[src/rtl/trap_resolve.sv]
// Trap resolution for the M stage: picks the winning interrupt or exception,
// routes it to M/HS/VS, and runs the WFI wait/timeout state machine.
module trap_resolve #(
   parameter int XLEN            = 64,
   parameter int S_SUPPORTED     = 1,
   parameter int H_SUPPORTED     = 1,
   parameter int WFI_TIMEOUT_BIT = 16
) (
   input  logic             clk,
   input  logic             reset,
   input  logic             StallW,
   input  logic             InstrValidM,
   input  logic [15:0]      ExceptionM,
   input  logic [11:0]      MIP,
   input  logic [11:0]      MIE,
   input  logic [11:0]      MIDELEG,
   input  logic [11:0]      HIDELEG,
   input  logic [15:0]      MEDELEG,
   input  logic [15:0]      HEDELEG,
   input  logic [1:0]       PrivilegeModeW,
   input  logic             VirtModeW,
   input  logic             STATUS_MIE,
   input  logic             STATUS_SIE,
   input  logic             VSSTATUS_SIE,
   input  logic             STATUS_TW,
   input  logic             wfiM,
   output logic             TrapM,
   output logic             InterruptM,
   output logic             DelegateM,
   output logic             TrapToM,
   output logic             TrapToHS,
   output logic             TrapToVS,
   output logic [XLEN-1:0]  CauseM,
   output logic             WFIStallM
);

   typedef enum logic [1:0] {IDLE, WAIT, TIMEOUT} wfi_state_t;

   localparam logic [1:0] PRIV_U = 2'b00;
   localparam logic [1:0] PRIV_S = 2'b01;
   localparam logic [1:0] PRIV_M = 2'b11;
   localparam logic       S_EN   = (S_SUPPORTED != 0);
   localparam logic       H_EN   = (H_SUPPORTED != 0);

   localparam logic [3:0] INT_ORDER [9] = '{4'd11, 4'd3, 4'd7, 4'd9, 4'd1, 4'd5, 4'd10, 4'd2, 4'd6};
   localparam logic [3:0] EXC_ORDER [15] = '{4'd3, 4'd12, 4'd1, 4'd2, 4'd0, 4'd8, 4'd9, 4'd10,
                                              4'd11, 4'd6, 4'd4, 4'd15, 4'd13, 4'd7, 4'd5};

   wfi_state_t                 state;
   logic [11:0]                PendIntW;
   logic [WFI_TIMEOUT_BIT-1:0] WfiCnt;

   logic                       priv_m, priv_s, priv_u;
   logic                       hs_en, vs_en;
   logic [11:0]                elig_m, elig_hs, elig_vs;
   logic [4:0]                 sel_m, sel_hs, sel_vs, sel_exc;
   logic                       int_taken, timeout_trap, exc_taken;
   logic                       exc_deleg, exc_to_vs;
   logic [3:0]                 int_code, exc_code, cause_code;
   logic                       cnt_full;

   // Scanning from lowest to highest priority lets the last hit win.
   function automatic logic [4:0] pick_int(input logic [11:0] v);
      pick_int = 5'd0;
      for (int k = 8; k >= 0; k--)
         if (v[INT_ORDER[k]]) pick_int = {1'b1, INT_ORDER[k]};
   endfunction

   function automatic logic [4:0] pick_exc(input logic [15:0] v);
      pick_exc = 5'd0;
      for (int k = 14; k >= 0; k--)
         if (v[EXC_ORDER[k]]) pick_exc = {1'b1, EXC_ORDER[k]};
   endfunction

   assign priv_m = (PrivilegeModeW == PRIV_M);
   assign priv_s = (PrivilegeModeW == PRIV_S);
   assign priv_u = (PrivilegeModeW == PRIV_U);

   assign hs_en   = S_EN & ~priv_m & (VirtModeW | priv_u | (priv_s & STATUS_SIE));
   assign vs_en   = S_EN & H_EN & VirtModeW & (priv_u | VSSTATUS_SIE);
   assign elig_m  = PendIntW & ~MIDELEG & {12{~priv_m | STATUS_MIE}};
   assign elig_hs = PendIntW & MIDELEG & ~HIDELEG & {12{hs_en}};
   assign elig_vs = PendIntW & MIDELEG & HIDELEG & {12{vs_en}};

   assign sel_m   = pick_int(elig_m);
   assign sel_hs  = pick_int(elig_hs);
   assign sel_vs  = pick_int(elig_vs);
   assign sel_exc = pick_exc(ExceptionM & {16{InstrValidM}});

   assign int_taken = ~reset & ~StallW & (InstrValidM | (state == WAIT))
                      & (sel_m[4] | sel_hs[4] | sel_vs[4]);
   assign int_code  = sel_m[4] ? sel_m[3:0] : (sel_hs[4] ? sel_hs[3:0] : sel_vs[3:0]);

   // A WFI timeout is reported as an illegal-instruction style exception (cause 2).
   assign timeout_trap = ~reset & (state == TIMEOUT);
   assign exc_taken    = ~reset & ~int_taken & (timeout_trap | sel_exc[4]);
   assign exc_code     = timeout_trap ? 4'd2 : sel_exc[3:0];
   assign exc_deleg    = S_EN & MEDELEG[exc_code] & ~priv_m;
   assign exc_to_vs    = exc_deleg & H_EN & HEDELEG[exc_code] & VirtModeW;

   // Output routing: interrupts go to the privilege level whose group won.
   always_comb begin
      TrapM      = 1'b0;
      InterruptM = 1'b0;
      TrapToM    = 1'b0;
      TrapToHS   = 1'b0;
      TrapToVS   = 1'b0;
      cause_code = 4'd0;
      if (int_taken) begin
         TrapM      = 1'b1;
         InterruptM = 1'b1;
         cause_code = int_code;
         TrapToM    = sel_m[4];
         TrapToHS   = ~sel_m[4] & sel_hs[4];
         TrapToVS   = ~sel_m[4] & ~sel_hs[4];
      end else if (exc_taken) begin
         TrapM      = 1'b1;
         cause_code = exc_code;
         TrapToM    = ~exc_deleg;
         TrapToHS   = exc_deleg & ~exc_to_vs;
         TrapToVS   = exc_to_vs;
      end
      DelegateM        = TrapToHS | TrapToVS;
      CauseM           = '0;
      CauseM[XLEN-1]   = InterruptM;
      CauseM[3:0]      = cause_code;
   end

   assign WFIStallM = ~reset & (state == WAIT);
   assign cnt_full  = &WfiCnt;

   // Pending-interrupt snapshot plus the WFI wait/timeout sequencer.
   always_ff @(posedge clk or posedge reset) begin
      if (reset) begin
         PendIntW <= '0;
         state    <= IDLE;
         WfiCnt   <= '0;
      end else if (~StallW) begin
         PendIntW <= MIP & MIE;
         case (state)
            IDLE: begin
               WfiCnt <= '0;
               if (wfiM & InstrValidM & ~TrapM & ((MIP & MIE) == 12'd0))
                  state <= WAIT;
            end
            WAIT: begin
               if (PendIntW != 12'd0) begin
                  state  <= IDLE;
                  WfiCnt <= '0;
               end else if (cnt_full & STATUS_TW & ~priv_m) begin
                  state <= TIMEOUT;
               end else if (~cnt_full) begin
                  WfiCnt <= WfiCnt + {{(WFI_TIMEOUT_BIT-1){1'b0}}, 1'b1};
               end
            end
            TIMEOUT: begin
               state  <= IDLE;
               WfiCnt <= '0;
            end
            default: begin
               state  <= IDLE;
               WfiCnt <= '0;
            end
         endcase
      end
   end

endmodule

[config.mk]
export PLATFORM = sky130hd
export DESIGN_NAME = trap_resolve
export DESIGN_NICKNAME = d
export VERILOG_FILES = /design/src/rtl/trap_resolve.sv
export SDC_FILE = /design/constraint.sdc
export NUM_CORES = 1
export LEC_CHECK = 0
export CAP_MARGIN = 20
export CORE_ASPECT_RATIO = 2
export CORE_MARGIN = 10
export CORE_UTILIZATION = 43
export DETAILED_ROUTE_END_ITERATION = 8
export GPL_TIMING_DRIVEN = 0
export PLACE_DENSITY = 0.88
export SLEW_MARGIN = 15
export SYNTH_ARGS = -nofsm -noshare
export SYNTH_HDL_FRONTEND = slang
export SYNTH_SLANG_ARGS = --single-unit
[constraint.sdc]
create_clock -name clk -period 10.05 [get_ports clk]
set_input_delay 2.01 -clock clk [delete_from_list [all_inputs] [get_ports clk]]
set_output_delay 2.01 -clock clk [all_outputs]
set_load 0.01 [all_outputs]
==> qor.txt <==
status: completed
asr flop ratio synth: 100.0%
initial core utilization: 44.27%
NetSw: 130.2 µW
Sink Count: 30
Routed Wire Length: 11,510 µm
depth of the most critical reg-to-reg path: 7
IO Port Bufs: 112
Hold Crit Start: PendIntW[0]$_DFFE_PP0N_
r2r endpoint: state[0]$_DFFE_PP0P_
Core ar.: 7267 µm²
Area after DPL: 4671 µm²
pwr dens: 93.58 nW/µm²
setup violators final: 0
Setup Total Neg Slack: 0 ps
layout cells sized above 1: 14.50%
routability-driven placement congestion ratio: 0.9099
Worst Setup Start Kind: input port
VDD IR-drop max: 0.0001724 V
clock transition at the registers of the reported paths: 50 ps
Final Hold Fails: 0
flop-to-flop setup slack: 7140 ps
postcts setup bufs: 0
Slew Limit Fails: 0
Max Clock Freq: 0.1304 GHz
worst endpoint data arrival time: 5660 ps
Syn Inst Count: 421
CTS Buf Count: 5
switching share of total power: 28.60%
num ports: 179
worst path bufs/invs: 2
area added between synthesis and finish: 51.19%
Die ar.: 11,550 µm²
vias in the first global route: 3,706
Tightest Pin Transition: 699.7 ps
width of the die: 81.16 µm
Hold Path End: PendIntW[0]$_DFFE_PP0N_
sequential share of the synthesized area: 23.34%
Die H: 142.3 µm
slowest library cell on the worst path: clkdlybuf4s50_1
Min-Delay Path Class: flip-flop to flip-flop
n_diodes: 0
gr ovfl total: 0
# DRC: 0
Layout Skew: 2.663 ps
Clk Latency, worst-skew pair: 280 ps
CP delay by family, top: compound AO/OA/AOI/OAI gates
initial antenna violation count: 0
WL/cell: 16.63 µm
DP HPWL: 9898 µm
total track usage: 18.88%
pin count of the biggest net entering global routing: 31
worst path cell trace: clkdlybuf4s50_1 > nor4_1 > a211oi_1 > o211ai_1 > o21ai_0 > o311ai_0 > o22ai_1 > a221oi_2 > a41o_1 > clkdlybuf4s50_1
CTS tree: built
R2R Path Start: PendIntW[11]$_DFFE_PP0N_
CP max FO: 6
Rel. slew slack: 53.15%
required time of the worst setup path: 8040 ps
Tcrit/Tclk final: 76.30%
EDFF count, synth: 0
CTS resizes: 0
Comb pwr share: 34.5%
crit-path max cell delay: 550 ps
Max Cap Violations: 0
Max Buffers Root-to-Sink: 2
first-pass GRT wire length: 17,640 µm
Yosys reg bits: 30
Fillers: 651
row count: 44
Design Area, Final: 4863 µm²
CTS Hold Bufs: 0
Lkg Pwr: 0.002171 µW
Avg Synthesized Cell Area: 7.641 µm²
routed vias: 3,638
number of synthesis warnings: 0
P_int: 325.0 µW
WHS Path Cells: 2
Primary FF master, synth: dfrtp_1
Iter 0 DRT Violations: 129
most used cell, CP: clkdlybuf4s50_1
WS Path Type: input port to primary output
minimum clock period after layout: 7668 ps
Yosys cell types: 66
Seq pwr share: 28.4%
CP startpoint: ExceptionM[15]
H-tree levels: 2
Post-DRT Antenna Nets: 0
Final nets: 708
RSZ-0062 raised after global routing: false
Cell Area, Synth: 3217 µm²
DR vias/cell: 5.257
DRT Pass-1 Iters: 6
clock power share: 37.1%
nature of the critical path endpoint: primary output
CTS Root Cell: clkbuf_16
per-layer routing:
layer,vias up,wire [µm],track usage [%]
met5,-,0,0
met4,0,310,7.058
met3,25,1077,5.443
met2,170,6586,37.86
met1,1670,3530,16.27
li1,1773,-,-
logic make-up (layout without fill, tap and decap cells):
family	count (synthesis)	in the layout	synth area share (%)
XOR/XNOR	9	9	2.451
multiplexers	9	9	2.839
buffers and inverters	81	202	16.72
adder cells (fa/ha/maj)	1	1	0.3889
flip-flops	30	30	23.34
other	1	59	0.1166
AO/OA/AOI/OAI	115	115	25.28
AND/OR/NAND/NOR	175	175	28.86
metrics by stage:
step | hold slack, ps | util, % | power (µW) | setup slack (ps) | std cells
final | 504.1 | 66.92 | 455.1 | 2382 | 692
after global routing | 529.8 | 66.92 | 476.1 | 2152 | 692
after CTS | 508.7 | 66.55 | 451.0 | 2389 | 691
after detailed placement | 491.5 | 64.27 | 283.5 | 2390 | 683
after global placement | 471.4 | 64.27 | 281.0 | 2456 | 683
after floorplan | 454.3 | - | 216.2 | 3881 | 479
cell type report:
cell class	count	area, µm²	area share, %
multi-input cells	368	2146	44.12
repair buffers	113	1149	23.62
flip-flops and latches	30	750.7	15.44
plain buffers	69	493.0	10.14
clock buffers	5	125.1	2.573
well taps	92	115.1	2.367
inverters	12	45.04	0.9262
clock inverters	3	40.04	0.8233
tightest hold or removal path, stage by stage, from the launching register on:
cell,delay [ps]
dfrtp_1,350
nand2_1,50
o21ai_0,60
cell usage after synthesis, types with 2 or more instances:
| cell type | n | area share, % |
|---|---|---|
| o2111ai_1 | 2 | 0.54 |
| o211ai_1 | 6 | 1.4 |
| nand3b_1 | 5 | 1.2 |
| or3_4 | 2 | 0.70 |
| buf_4 | 60 | 14 |
| or4_1 | 3 | 0.70 |
| a211oi_1 | 6 | 1.4 |
| o31ai_1 | 4 | 0.93 |
| nand2_1 | 53 | 6.2 |
| dfrtp_1 | 30 | 23 |
| nor3_1 | 5 | 0.78 |
| a2111o_1 | 2 | 0.70 |
| a21o_1 | 3 | 0.70 |
| and2b_2 | 2 | 0.54 |
| nand3_1 | 24 | 3.7 |
| nor4_1 | 8 | 1.6 |
| and3_1 | 11 | 2.1 |
| a2111oi_0 | 4 | 1.1 |
| nand4_1 | 5 | 0.97 |
| a211o_1 | 2 | 0.54 |
| xnor2_1 | 3 | 0.82 |
| o22ai_1 | 2 | 0.39 |
| inv_1 | 12 | 1.4 |
| and4_1 | 3 | 0.82 |
| o21ai_0 | 34 | 5.3 |
| a21oi_1 | 17 | 2.6 |
| nand2b_1 | 8 | 1.6 |
| mux2i_1 | 8 | 2.5 |
| o21a_1 | 3 | 0.70 |
| a21boi_0 | 11 | 2.6 |
| clkbuf_1 | 7 | 0.82 |
| nor2_1 | 25 | 2.9 |
| o311ai_0 | 2 | 0.54 |
| or3_1 | 5 | 0.97 |
| xor2_1 | 6 | 1.6 |
| nor2b_1 | 8 | 1.6 |
power by group through the flow:
stage	registers (µW)	logic [µW]	clock network, µW
floorplan	130	86.4	0
global placement	131	150	0
detailed placement	131	152	0
finish	129	157	169
CTS	129	153	169
global route	130	171	175
flip-flops by register name, summed over array words and instances (netlist names):
register	flops
PendIntW	12
WfiCnt	16
state	2
cells in the final DEF, fill, tap and decap left out, drive strengths merged, types with 6 or more instances in the layout:
cell type      Yosys  layout
a211oi             6       6
conb               1      59
clkbuf             7      12
or3                7       7
clkdlybuf4s50      0     112
nor2b              9       9
nand3             24      24
o21ai             35      35
a21oi             17      17
nor2              25      25
dfrtp             30      30
inv               12      11
mux2i              8       8
and3              11      11
xor2               6       6
a21boi            11      11
nand2             53      53
nand2b             8       8
buf               62      63
o211ai             6       6
nor4               8       8
worst max-delay path by stage:
| stage | cells after the start | slack [ps] | endpoint |
|---|---|---|---|
| after floorplan | 8 | 3880 | TrapToVS |
| after global placement | 10 | 2460 | TrapToHS |
| after detailed placement | 10 | 2390 | TrapToHS |
| after CTS | 10 | 2390 | TrapToHS |
| after global routing | 10 | 2150 | TrapToHS |
| final | 10 | 2380 | TrapToHS |
Note: power is estimated with default switching activity, not from simulation.
